`config.mk`:
```
export PLATFORM = sky130hd
export DESIGN_NAME = sd_sector_arbiter
export DESIGN_NICKNAME = d
export VERILOG_FILES = /design/src/rtl/sd_arb_pkg.sv /design/src/rtl/sd_arb_sync_edge.sv /design/src/rtl/sd_sector_arbiter.sv
export SDC_FILE = /design/constraint.sdc
export NUM_CORES = 1
export LEC_CHECK = 0
export CAP_MARGIN = 20
export CORE_ASPECT_RATIO = 1.4
export CORE_MARGIN = 2
export CORE_UTILIZATION = 46
export DETAILED_ROUTE_END_ITERATION = 6
export DONT_BUFFER_PORTS = 1
export GPL_TIMING_DRIVEN = 0
export HOLD_SLACK_MARGIN = 0.02
export PLACE_DENSITY = 0.58
export SLEW_MARGIN = 25
export SYNTH_ARGS = -nofsm -noshare
export SYNTH_HDL_FRONTEND = slang
export SYNTH_SLANG_ARGS = --single-unit
```
`constraint.sdc`:
```
create_clock -name clk -period 2.9 [get_ports clk]
set_input_delay 0.58 -clock clk [delete_from_list [all_inputs] [get_ports clk]]
set_output_delay 0.58 -clock clk [all_outputs]
set_load 0.01 [all_outputs]
```
`src/rtl/sd_arb_pkg.sv`:
```
// Shared types and constants for the SD sector arbiter.
package sd_arb_pkg;
  localparam int SECTOR_BYTES_DEF = 512;

  localparam logic DIR_RD = 1'b0;
  localparam logic DIR_WR = 1'b1;

  typedef enum logic [1:0] {IDLE, REQ, XFER, FIN} state_t;
endpackage

```
`src/rtl/sd_arb_sync_edge.sv`:
```
// N-flop synchroniser; EDGE selects a rising-edge pulse or the synchronised level.
module sync_edge #(
  parameter int STAGES = 2,
  parameter bit EDGE   = 1'b1
) (
  input  logic clk,
  input  logic reset_n,
  input  logic din,
  output logic dout
);
  logic [STAGES-1:0] sync;

  always_ff @(posedge clk) begin
    if (!reset_n) sync <= '0;
    else          sync <= {sync[STAGES-2:0], din};
  end

  generate
    if (EDGE) begin : g_edge
      logic hist;
      always_ff @(posedge clk) begin
        if (!reset_n) hist <= 1'b0;
        else          hist <= sync[STAGES-1];
      end
      assign dout = sync[STAGES-1] & ~hist;
    end else begin : g_level
      assign dout = sync[STAGES-1];
    end
  endgenerate
endmodule

```
`src/rtl/sd_sector_arbiter.sv`:
```
// Round-robin arbiter of two sector requesters onto the user_io SD emulation port,
// streaming one sector between the SPI-side strobes and the grantee's buffer.
module sd_sector_arbiter
  import sd_arb_pkg::*;
#(
  parameter int SECTOR_BYTES = SECTOR_BYTES_DEF,
  parameter int ADDR_W       = $clog2(SECTOR_BYTES),
  parameter int SYNC_STAGES  = 2
) (
  input  logic              clk,
  input  logic              reset_n,
  input  logic [1:0]        req_rd,
  input  logic [1:0]        req_wr,
  input  logic [63:0]       req_lba,
  output logic [1:0]        done,
  output logic              busy,
  output logic              grant_id,
  output logic [ADDR_W-1:0] buf_addr,
  output logic [7:0]        buf_wdata,
  output logic              buf_we,
  input  logic [7:0]        buf_rdata,
  output logic [31:0]       sd_lba,
  output logic              sd_rd,
  output logic              sd_wr,
  input  logic              sd_ack,
  input  logic [7:0]        sd_dout,
  input  logic              sd_dout_strobe,
  output logic [7:0]        sd_din,
  input  logic              sd_din_strobe
);
  localparam logic [ADDR_W:0] CNT_MAX = (ADDR_W+1)'(SECTOR_BYTES);

  state_t          state, state_nxt;
  logic            ack_s, dstb_e, istb_e;
  logic            last_grant, dir, rd_pend;
  logic [ADDR_W:0] cnt;
  logic [1:0]      pend;
  logic            grant_vld, grant_nxt, cnt_full;

  sync_edge #(.STAGES(SYNC_STAGES), .EDGE(1'b0)) u_ack  (.clk, .reset_n, .din(sd_ack),         .dout(ack_s));
  sync_edge #(.STAGES(SYNC_STAGES), .EDGE(1'b1)) u_dstb (.clk, .reset_n, .din(sd_dout_strobe), .dout(dstb_e));
  sync_edge #(.STAGES(SYNC_STAGES), .EDGE(1'b1)) u_istb (.clk, .reset_n, .din(sd_din_strobe),  .dout(istb_e));

  // On a tie the requester that did not go last wins.
  assign pend      = req_rd | req_wr;
  assign grant_vld = |pend;
  assign grant_nxt = (&pend) ? ~last_grant : pend[1];
  assign cnt_full  = (cnt == CNT_MAX);

  always_ff @(posedge clk) begin
    if (!reset_n) state <= IDLE;
    else          state <= state_nxt;
  end

  always_comb begin
    state_nxt = state;
    sd_rd     = 1'b0;
    sd_wr     = 1'b0;
    done      = '0;
    case (state)
      IDLE: if (grant_vld) state_nxt = REQ;
      REQ: begin
        sd_rd = (dir == DIR_RD);
        sd_wr = (dir == DIR_WR);
        if (ack_s) state_nxt = XFER;
      end
      XFER: if (!ack_s) state_nxt = FIN;
      FIN: begin
        done[grant_id] = 1'b1;
        state_nxt      = IDLE;
      end
      default: state_nxt = IDLE;
    endcase
  end

  always_ff @(posedge clk) begin
    if (!reset_n) begin
      last_grant <= 1'b1;
      grant_id   <= 1'b0;
      busy       <= 1'b0;
      dir        <= DIR_RD;
      sd_lba     <= '0;
      cnt        <= '0;
      rd_pend    <= 1'b0;
      buf_addr   <= '0;
      buf_wdata  <= '0;
      buf_we     <= 1'b0;
      sd_din     <= '0;
    end else begin
      buf_we  <= 1'b0;
      rd_pend <= 1'b0;
      case (state)
        IDLE: if (grant_vld) begin
          grant_id <= grant_nxt;
          busy     <= 1'b1;
          dir      <= req_rd[grant_nxt] ? DIR_RD : DIR_WR;
          sd_lba   <= grant_nxt ? req_lba[63:32] : req_lba[31:0];
          cnt      <= '0;
        end
        XFER: begin
          if (dir == DIR_RD) begin
            if (dstb_e && !cnt_full) begin
              buf_addr  <= cnt[ADDR_W-1:0];
              buf_wdata <= sd_dout;
              buf_we    <= 1'b1;
              cnt       <= cnt + 1'b1;
            end
          end else begin
            // Address goes out on the strobe; buffer data is valid one cycle later.
            if (istb_e && !cnt_full) begin
              buf_addr <= cnt[ADDR_W-1:0];
              rd_pend  <= 1'b1;
            end
            if (rd_pend) begin
              sd_din <= buf_rdata;
              cnt    <= cnt + 1'b1;
            end
          end
        end
        FIN: begin
          busy       <= 1'b0;
          last_grant <= grant_id;
        end
        default: ;
      endcase
    end
  end
endmodule

```
==> results of run 1 <==
==> placed cells by master (no fill, tap or decap), types with 2 or more instances in the layout <==
cell type  netlist  routed
nor2b_1          4       4
o211ai_1         2       2
ha_1             6       6
o2111ai_1        3       3
clkbuf_16        0       9
a211oi_1         3       3
a211oi_2        30      30
or3_1            6       6
mux2i_1         58      58
nand3_1          3       3
o32ai_2          2       2
nand2_1         46      46
buf_2            8       8
o221ai_2         7       7
nand4_1          5       5
inv_1            7       7
nor3_1           3       3
or4_1            4       4
o21ai_1          2       2
and3_1           3       3
inv_2            2       2
nor2_1          45      45
dfxtp_1         83      83
clkbuf_1        14      17
and2_1           9       9
buf_6            4       4
o21ai_2          2       2
==> power by group through the flow <==
stage                     combinational [uW]  sequential, uW  clock, uW
after floorplan                         1090            1580          0
after global placement                  1280            1630          0
after detailed placement                1320            1640          0
after CTS                               1320            1610       1140
after global routing                    1440            1640       1180
final                                   1300            1610       1110
==> per-layer routing <==
metal | global-route usage (%) | up-vias | routed length (um)
li1 | - | 1383 | -
met1 | 21.2 | 1266 | 3420
met4 | 6.21 | 0 | 138
met5 | 0 | - | 0
met3 | 6.43 | 11 | 785
met2 | 30.2 | 119 | 4060
==> path summary, 6_finish.rpt <==
kind,start,to,slack [ns],cells past startpoint
setup reg to reg,cnt[0],cnt[5],1.03,6
hold reg to reg,u_istb.sync[0],u_istb.sync[1],0.43,1
setup / recovery,cnt[0],cnt[5],1.03,6
hold / removal,sd_dout_strobe,u_dstb.sync[0],0.38,1
==> logic make-up after synthesis <==
group | count (synthesis) | share of synthesized area [%]
buf+inv | 35 | 4.44
mux | 59 | 15.3
flops | 83 | 43.0
fa+ha+maj | 6 | 1.94
compound gates | 59 | 18.0
simple gates | 138 | 17.2
==> critical path: cells and delay by family (launching register included) <==
family / cells / cell delay (ns)
AO/OA/AOI/OAI: 3 / 0.84
adder cells (fa/ha/maj): 1 / 0.15
buffers and inverters: 1 / 0.09
flip-flops: 1 / 0.35
AND/OR/NAND/NOR: 1 / 0.30
==> registers in the layout, indices dropped and copies added, names as in the netlist <==
signal / count
sd_lba: 32
cnt: 10
buf_addr: 9
buf_wdata: 8
sd_din: 8
state: 2
u_ack.sync: 2
u_dstb.sync: 2
u_istb.sync: 2
buf_we: 1
busy: 1
dir: 1
grant_id: 1
last_grant: 1
rd_pend: 1
u_dstb.g_edge.hist: 1
u_istb.g_edge.hist: 1
==> stage by stage <==
stage | instances | setup WS [ns] | power [uW] | hold slack [ns] | utilization, %
3_5_place_dp | 482 | 0.968 | 2960 | 0.418 | 48.9
4_1_cts | 498 | 1.01 | 4070 | 0.364 | 52.5
5_1_grt | 498 | 0.855 | 4260 | 0.369 | 52.5
3_3_place_gp | 482 | 0.961 | 2920 | 0.414 | 48.9
2_1_floorplan | 380 | 1.23 | 2670 | 0.412 | -
6_report | 498 | 1.03 | 4020 | 0.377 | 52.5
==> final cells by class <==
class                           count  area [um2]
Sequential cell                    83        1660
Multi-Input combinational cell    262        2030
Clock buffer                       12         236
Inverter                            9        33.8
Tap cell                          102         128
Clock inverter                      4        51.3
Buffer                             26         138
Fill cell                         750        3870
==> flow_metrics.env, run 1 <==
export IMPL_status="finished clean"
export IMPL_maxSlewViolCount=0
export IMPL_clk_latency_ns=0.33
export IMPL_start_kind="register"
export IMPL_dr_pass1_iters=4
export IMPL_endpoint_kind="register"
export IMPL_fmax_mhz=535
export IMPL_synthTopCellsByCount="83 x dfxtp_1, 58 x mux2i_1, 46 x nand2_1, 45 x nor2_1, 30 x a211oi_2"
export IMPL_drt_total_wl_um=8400
export IMPL_maxCapViolCount=0
export IMPL_core_area_mm2=0.00815
export IMPL_grt_pass1_vias=2667
export IMPL_yosysUniqueCellTypes=45
export IMPL_grtUsageTotal_pct=18.1
export IMPL_hpwlAfterDp_um=6290
export IMPL_pwr_share_seq_pct=40.0
export IMPL_synthMostInstantiatedCell="dfxtp_1"
export IMPL_drc_errors=0
export IMPL_htree_num_levels=3
export IMPL_cts_inserted_buffers=9
export IMPL_die_h_um=112
export IMPL_cp_slowest_stage_delay_ns=0.55
export IMPL_tightest_slew_ns=0.687
export IMPL_maxSlewHeadroom_pct=54.2
export IMPL_cts_buffer_depth=2
export IMPL_fin_worst_skew_ns=0.00444
export IMPL_pwr_share_comb_pct=32.4
export IMPL_yosysTopAreaCellShare_pct=43.0
export IMPL_grt_max_degree=14
export IMPL_yosys_warnings=0
export IMPL_async_flop_share_pct=0
export IMPL_synth_edff_count=0
export IMPL_switchingPower_uw=1480
export IMPL_post_dp_cell_area_mm2=0.00399
export IMPL_die_area_mm2=0.00915
export IMPL_synth_area_leader_cell="dfxtp_1"
export IMPL_area_growth_pct=10.8
export IMPL_synth_cells=380
export IMPL_clockPowerShare_pct=27.6
export IMPL_postSynthAreaPerCell_um2=10.2
export IMPL_ir_worst_vdd_mv=0.530
export IMPL_min_period_ns=1.87
export IMPL_fin_area_mm2=0.00428
export IMPL_worstSetupPathType="register to register"
export IMPL_start_util_pct=47.4
export IMPL_ys_seq_area_share_pct=43.0
export IMPL_syn_area_mm2=0.00386
export IMPL_final_nets=486
export IMPL_cts_resized=0
export IMPL_antenna_found_initial=0
export IMPL_place_congestion=0.875
export IMPL_hold_viol_final=0
export IMPL_drt_initial_drc_count=100
export IMPL_required_ns=3.08
export IMPL_worstPathMaxFanout=9
export IMPL_fp_dieW_um=81.4
export IMPL_ys_ff_latch=83
export IMPL_crit_slowest_cell="o21ai_2"
export IMPL_io_buffers=0
export IMPL_tns_ns=0
export IMPL_globalRoute_totalOverflow=0
export IMPL_viasPerCell=5.58
export IMPL_cts_sinks=83
export IMPL_grt_pass1_wl_um=12900
export IMPL_p_sw_share_pct=36.8
export IMPL_crit_chain="inv_1 > ha_1 > and4bb_1 > a31oi_4 > o21ai_2 > o221ai_2"
export IMPL_syn_num_nets=475
export IMPL_num_vias=2779
export IMPL_row_count=39
export IMPL_wire_per_inst_um=16.9
export IMPL_synthTopCellsByArea="dfxtp_1 43%, mux2i_1 15%, a211oi_2 9.7%"
export IMPL_ioPinCount=153
export IMPL_p_int_uw=2540
export IMPL_crit_arrival_ns=2.05
export IMPL_layout_drive_gt1_share_pct=19.2
export IMPL_power_leakage_uw=0.00186
export IMPL_post_route_period_util_pct=64.5
export IMPL_cts_root_buf="clkbuf_16"
export IMPL_path_clk_slew_ns=0.06
export IMPL_setup_viol=0
export IMPL_ant_nets=0
export IMPL_ys_flop_type="dfxtp_1"
export IMPL_diodes=0
export IMPL_hp_class="input pin to register"
export IMPL_post_cts_setup_buffers=0
export IMPL_rsz0062_at_grt="false"
export IMPL_cts_tree="built"
export IMPL_cts_hold_buf=0
export IMPL_power_density_mw_per_mm2=940
Power figures use the tool's default switching activity.
==> run 2, diff against run 1 <==
--- a/config.mk
+++ b/config.mk
@@ -13,7 +13,7 @@
 export DONT_BUFFER_PORTS = 1
 export GPL_TIMING_DRIVEN = 0
 export HOLD_SLACK_MARGIN = 0.02
-export PLACE_DENSITY = 0.58
+export PLACE_DENSITY = 0.6
 export SLEW_MARGIN = 25
 export SYNTH_ARGS = -nofsm -noshare
 export SYNTH_HDL_FRONTEND = slang
==> constraint.sdc (replaced) <==
create_clock -name clk -period 1.65 [get_ports clk]
set_input_delay 0.33 -clock clk [delete_from_list [all_inputs] [get_ports clk]]
set_output_delay 0.33 -clock clk [all_outputs]
set_load 0.01 [all_outputs]
==> run 2 against run 1 <==
- the run now ends with setup timing left
- via count grew 4.7%
- sequential cell count is the same
- critical path type unchanged
- combinational power grew 110%
- highest routed layer unchanged
- total power grew 94%
==> flow_metrics.env, run 2 (synthesized netlist as in run 1, its figures left out) <==
export IMPL_status="finished, violations left"
export IMPL_violations="setup timing"
export IMPL_largestRegisters="sd_lba: 32 flops, cnt: 10 flops, buf_addr: 9 flops"
export IMPL_cp_slowest_stage_delay_ns=0.35
export IMPL_wl_met3_um=713
export IMPL_required_ns=1.86
export IMPL_final_nets=496
export IMPL_maxCapViolCount=0
export IMPL_highest_layer="met4"
export IMPL_hp_class="input pin to register"
export IMPL_die_area_mm2=0.00915
export IMPL_wire_per_inst_um=17.8
export IMPL_switchingPower_uw=2770
export IMPL_cts_tree="built"
export IMPL_core_area_mm2=0.00815
export IMPL_grt_max_degree=14
export IMPL_setup_viol=3
export IMPL_cts_buffer_depth=2
export IMPL_layout_commonest_cell="dfxtp_1"
export IMPL_cts_sinks=83
export IMPL_hold_viol_final=0
export IMPL_p_sw_share_pct=35.6
export IMPL_fin_worst_skew_ns=0.00568
export IMPL_drt_total_wl_um=9030
export IMPL_fillCellCount=719
export IMPL_fin_area_mm2=0.00457
export IMPL_grt_pass1_vias=2837
export IMPL_fmax_mhz=596
export IMPL_cts_root_buf="clkbuf_16"
export IMPL_dr_pass1_iters=4
export IMPL_regArea_mm2=0.00167
export IMPL_stdcell_count=507
export IMPL_worstPathMaxFanout=5
export IMPL_clockPowerShare_pct=28.4
export IMPL_finalWorstSetupSlack_ns=-0.0288
export IMPL_path_clk_slew_ns=0.06
export IMPL_htree_num_levels=3
export IMPL_power_leakage_uw=0.00198
export IMPL_wl_met2_um=4540
export IMPL_area_growth_pct=18.3
export IMPL_p_int_uw=5010
export IMPL_drc_errors=0
export IMPL_ioPinCount=153
export IMPL_most_common_layout_cells="78 x dfxtp_1, 58 x mux2i_1, 46 x nand2_1"
export IMPL_grt_pass1_wl_um=13700
export IMPL_min_period_ns=1.68
export IMPL_crit_slowest_cell="dfxtp_4"
export IMPL_start_kind="register"
export IMPL_endpoint_kind="register"
export IMPL_num_vias=2911
export IMPL_ant_nets=0
export IMPL_pwr_share_comb_pct=35.0
export IMPL_post_dp_cell_area_mm2=0.00399
export IMPL_viasPerCell=5.74
export IMPL_diodes=0
export IMPL_largest_register="sd_lba"
export IMPL_rsz0062_at_grt="true"
export IMPL_clk_latency_ns=0.34
export IMPL_multi_input_area_mm2=0.00212
export IMPL_tightest_slew_ns=0.670
export IMPL_drt_initial_drc_count=132
export IMPL_maxSlewViolCount=0
export IMPL_routedLengthMet1_um=3560
export IMPL_cts_hold_buf=0
export IMPL_worstSetupPathType="register to register"
export IMPL_layout_drive_gt1_share_pct=27.9
export IMPL_post_route_period_util_pct=102
export IMPL_start_util_pct=47.4
export IMPL_crit_arrival_ns=1.89
export IMPL_placed_cells=482
export IMPL_ir_worst_vdd_mv=0.881
export IMPL_pwr_share_seq_pct=36.6
export IMPL_maxSlewHeadroom_pct=55.4
export IMPL_crit_chain="inv_2 > ha_4 > and4bb_2 > a31oi_4 > o221a_1 > buf_6 > o221ai_2"
export IMPL_largest_reg_flops=32
export IMPL_fp_dieW_um=81.4
export IMPL_place_congestion=0.845
export IMPL_io_buffers=0
export IMPL_total_power_uw=7780
export IMPL_globalRoute_totalOverflow=0
export IMPL_row_count=39
export IMPL_hpwlAfterDp_um=6290
export IMPL_final_util_pct=56.0
export IMPL_die_h_um=112
export IMPL_tns_ns=-0.0432
export IMPL_antenna_found_initial=0
export IMPL_power_density_mw_per_mm2=1700
export IMPL_grtUsageTotal_pct=19.6
export IMPL_cts_inserted_buffers=9
run 2: cell count changes in the layout (fill, tap and decap cells not counted), sizes merged:
cell | before | now
buf | 12 | 24
clkbuf | 26 | 23
bufinv | 1 | 2
clkinvlp | 1 | 0
run 2: area by class of cell:
class,count,area share (%)
Buffer,26,3.75
Clock buffer,11,5.53
Clock inverter,4,1.62
Inverter,9,0.795
Multi-Input combinational cell,262,46.5
Sequential cell,83,36.6
Tap cell,102,2.79
Timing Repair Buffer,10,2.36
run 2: metal layers:
layer | GRT usage [%] | vias up
li1 | - | 1402
met1 | 22.4 | 1379
met2 | 32.3 | 116
met3 | 5.71 | 14
met4 | 10.3 | 0
met5 | 0 | -
run 2: worst paths after layout:
path	start	end	slack [ns]	cells after the start
worst min-delay path	sd_din_strobe	u_istb.sync[0]	0.11	1
worst max-delay path	cnt[1]	cnt[7]	-0.03	7
worst min register to register	u_dstb.sync[0]	u_dstb.sync[1]	0.43	1
worst max register to register	cnt[1]	cnt[7]	-0.03	7
run 2: what timing repair did:
action / in CTS / in global routing
buffers inserted: 5 / 5
endpoints found under the setup margin: 69 / 62
resized for setup: 25 / 24
cloned: 1 / 0
pin swaps: 9 / 9
run 2: power by group through the flow:
| stage | Clock (uW) | Sequential [uW] | Combinational [uW] |
|---|---|---|---|
| global route | 2360 | 2910 | 2940 |
| detailed placement | 0 | 2880 | 2320 |
| finish | 2210 | 2850 | 2720 |
| floorplan | 0 | 2790 | 1910 |
| CTS | 2250 | 2840 | 2540 |
| global placement | 0 | 2870 | 2250 |
run 2: stage by stage:
stage          hold WS (ns)  setup WS [ns]
2_1_floorplan         0.412        0.00154
3_3_place_gp          0.414         -0.178
3_5_place_dp          0.419         -0.211
4_1_cts               0.101        -0.0360
5_1_grt               0.101        -0.0595
6_report              0.108        -0.0288
run 2: worst max-delay path: cells and delay by family (launching register included):
family / cells / cell delay, ns
AND/OR/NAND/NOR: 1 / 0.28
flip-flops: 1 / 0.35
buffers and inverters: 2 / 0.20
adder cells (fa/ha/maj): 1 / 0.14
AO/OA/AOI/OAI: 3 / 0.58
==> run 3, diff against run 2 <==
--- a/config.mk
+++ b/config.mk
@@ -14,7 +14,9 @@
 export GPL_TIMING_DRIVEN = 0
 export HOLD_SLACK_MARGIN = 0.02
 export PLACE_DENSITY = 0.6
+export SETUP_SLACK_MARGIN = 0.15
 export SLEW_MARGIN = 25
 export SYNTH_ARGS = -nofsm -noshare
 export SYNTH_HDL_FRONTEND = slang
+export SYNTH_HIERARCHICAL = 1
 export SYNTH_SLANG_ARGS = --single-unit
==> run 3 against run 2 <==
- the run still ends with setup timing left
- clock-buffer cell count increased by 1
- final cell count increased by 1.4%
- largest cell class unchanged
- via count down 0.27%
- largest power group unchanged
- combinational power fell by 8.5%
- wire length shrank 0.27%
- setup slack worse by 0.069 ns
- highest routed layer unchanged
- first-iteration DRC count fell by 35%
==> flow_metrics.env, run 3 <==
export IMPL_globalRoute_totalOverflow=0
export IMPL_min_period_ns=1.75
export IMPL_path_buf_inv=2
export IMPL_pwr_share_comb_pct=35.1
export IMPL_postSynthAreaPerCell_um2=9.51
export IMPL_crit_cells=6
export IMPL_tightest_slew_ns=0.683
export IMPL_start_kind="register"
export IMPL_endpoint_kind="register"
export IMPL_synthMostInstantiatedCell="dfxtp_1"
export IMPL_crit_chain="inv_1 > ha_2 > o2bb2ai_2 > or4_4 > buf_6 > o32ai_4"
export IMPL_maxSlewViolCount=0
export IMPL_crit_reg2reg_launch="state[1]"
export IMPL_clk_latency_ns=0.36
export IMPL_synthTopCellsByArea="dfxtp_1 46%, mux2i_1 11%, a211oi_1 6.8%"
export IMPL_crit_arrival_ns=2.01
export IMPL_hp_class="input pin to register"
export IMPL_critPathLaunch="state[1]"
export IMPL_ir_worst_vdd_mv=1.02
export IMPL_multi_input_area_mm2=0.00207
export IMPL_clockPowerShare_pct=24.8
export IMPL_cts_inserted_buffers=9
export IMPL_core_area_mm2=0.00770
export IMPL_crit_slowest_cell="or4_4"
export IMPL_violations="setup timing"
export IMPL_ys_seq_area_share_pct=45.8
export IMPL_cts_sinks=83
export IMPL_grt_pass1_vias=2860
export IMPL_maxCapViolCount=0
export IMPL_largest_register="sd_lba"
export IMPL_synthTopCellsByCount="83 x dfxtp_1, 46 x nor2_1, 41 x mux2i_1, 33 x a211oi_1, 21 x nand2_1"
export IMPL_crit_end="cnt[8]"
export IMPL_hpwlAfterDp_um=6400
export IMPL_place_congestion=0.849
export IMPL_grt_max_degree=14
export IMPL_fin_worst_skew_ns=0.00675
export IMPL_htree_num_levels=3
export IMPL_yosysTopAreaCellShare_pct=45.8
export IMPL_r2r_cells=6
export IMPL_p_int_uw=4570
export IMPL_cts_tree="built"
export IMPL_wire_per_inst_um=17.5
export IMPL_tns_ns=-0.920
export IMPL_synth_cells=382
export IMPL_io_buffers=0
export IMPL_required_ns=1.91
export IMPL_cp_slowest_stage_delay_ns=0.50
export IMPL_drt_total_wl_um=9010
export IMPL_diodes=0
export IMPL_syn_area_mm2=0.00363
export IMPL_num_vias=2903
export IMPL_maxSlewHeadroom_pct=54.5
export IMPL_async_flop_share_pct=0
export IMPL_fp_dieW_um=79.1
export IMPL_largestRegisters="sd_lba: 32 flops, cnt: 10 flops, buf_addr: 9 flops"
export IMPL_post_route_period_util_pct=106
export IMPL_synth_area_leader_cell="dfxtp_1"
export IMPL_power_leakage_uw=0.00183
export IMPL_drc_errors=0
export IMPL_rsz0062_at_grt="true"
export IMPL_layout_commonest_cell="dfxtp_1"
export IMPL_dr_pass1_iters=4
export IMPL_die_area_mm2=0.00863
export IMPL_area_growth_pct=23.8
export IMPL_row_count=38
export IMPL_viasPerCell=5.65
export IMPL_final_util_pct=58.3
export IMPL_ioPinCount=153
export IMPL_setup_viol=21
export IMPL_yosys_warnings=6
export IMPL_largest_reg_flops=32
export IMPL_status="finished, violations left"
export IMPL_switchingPower_uw=2530
export IMPL_ys_flop_type="dfxtp_1"
export IMPL_pwr_share_seq_pct=40.1
export IMPL_regArea_mm2=0.00168
export IMPL_finalWorstSetupSlack_ns=-0.0978
export IMPL_yosysUniqueCellTypes=55
export IMPL_total_power_uw=7100
export IMPL_worstSetupPathType="register to register"
export IMPL_most_common_layout_cells="75 x dfxtp_1, 45 x nor2_1, 41 x mux2i_1"
export IMPL_critPathTopFamily="simple AND/OR/NAND/NOR gates"
export IMPL_die_h_um=109
export IMPL_synth_edff_count=0
export IMPL_antenna_found_initial=0
export IMPL_path_clk_slew_ns=0.08
export IMPL_syn_num_nets=477
export IMPL_start_util_pct=47.1
export IMPL_layout_drive_gt1_share_pct=28.7
export IMPL_rrSetupSlack_ns=-0.1
export IMPL_grtUsageTotal_pct=21.2
export IMPL_hold_viol_final=0
export IMPL_worstPathMaxFanout=6
export IMPL_drt_initial_drc_count=86
export IMPL_cts_hold_buf=0
export IMPL_cts_root_buf="clkbuf_8"
export IMPL_fmax_mhz=572
export IMPL_final_nets=504
export IMPL_power_density_mw_per_mm2=1580
export IMPL_ys_ff_latch=83
export IMPL_cts_buffer_depth=2
export IMPL_r2r_end="cnt[8]"
export IMPL_p_sw_share_pct=35.7
export IMPL_ant_nets=0
export IMPL_grt_pass1_wl_um=14100
export IMPL_fillCellCount=708
[run 3: cell type report]
cell class | instances | area share, %
multi-input cells | 261 | 46.1
flip-flops and latches | 83 | 37.4
plain buffers | 27 | 4.34
clock buffers | 12 | 3.23
repair buffers | 16 | 3.12
well taps | 100 | 2.78
clock inverters | 4 | 2.17
inverters | 11 | 0.919
[run 3: repair_timing]
item	in CTS	in global routing
gates resized for setup	54	20
buffers inserted	9	4
cloned	2	1
pin swaps	3	4
setup endpoints to repair	78	77
[run 3: through the flow]
| stage | instances | hold WS (ns) | area (um2) | setup slack (ns) |
|---|---|---|---|---|
| after global placement | 482 | 0.416 | 3850 | -0.198 |
| after global routing | 514 | 0.0740 | 4490 | -0.156 |
| final | 514 | 0.0943 | 4490 | -0.0978 |
| after floorplan | 382 | 0.406 | 3720 | -0.0217 |
| after detailed placement | 482 | 0.424 | 3850 | -0.221 |
| after CTS | 509 | 0.0717 | 4370 | -0.0842 |
[run 3: cells by family (layout without fill, tap and decap cells)]
group | count (synthesis) | in the layout | synth area share, %
mux | 43 | 43 | 11.9
fa+ha+maj | 6 | 6 | 2.07
simple gates | 129 | 129 | 18.1
flops | 83 | 83 | 45.8
compound gates | 83 | 83 | 17.2
buf+inv | 38 | 70 | 4.96
[run 3: metal layers]
metal,vias up,track usage (%),share of wire [%],routed length [um]
met2,109,38.0,54,4840
li1,1438,-,-,-
met4,0,10.2,2.1,193
met3,13,6.13,6.5,588
met1,1343,22.5,38,3390
met5,-,0,0,0
[run 3: worst min-delay path by stage]
stage                        start            endpoint  slack, ns  cells past startpoint
finish                     reset_n      u_dstb/sync[0]       0.09                      1
global route               reset_n  u_dstb/g_edge.hist       0.07                      1
CTS                         sd_ack       u_ack/sync[0]       0.07                      1
detailed placement  u_dstb/sync[0]      u_dstb/sync[1]       0.42                      1
global placement    u_dstb/sync[0]      u_dstb/sync[1]       0.42                      1
floorplan           u_dstb/sync[0]      u_dstb/sync[1]       0.41                      1
[run 3: power groups by stage]
stage	combinational, uW	sequential (uW)	clock, uW
global placement	2030	2890	0
CTS	2400	2850	1810
global route	2790	2900	1890
detailed placement	2070	2890	0
floorplan	1680	2800	0
finish	2490	2840	1760
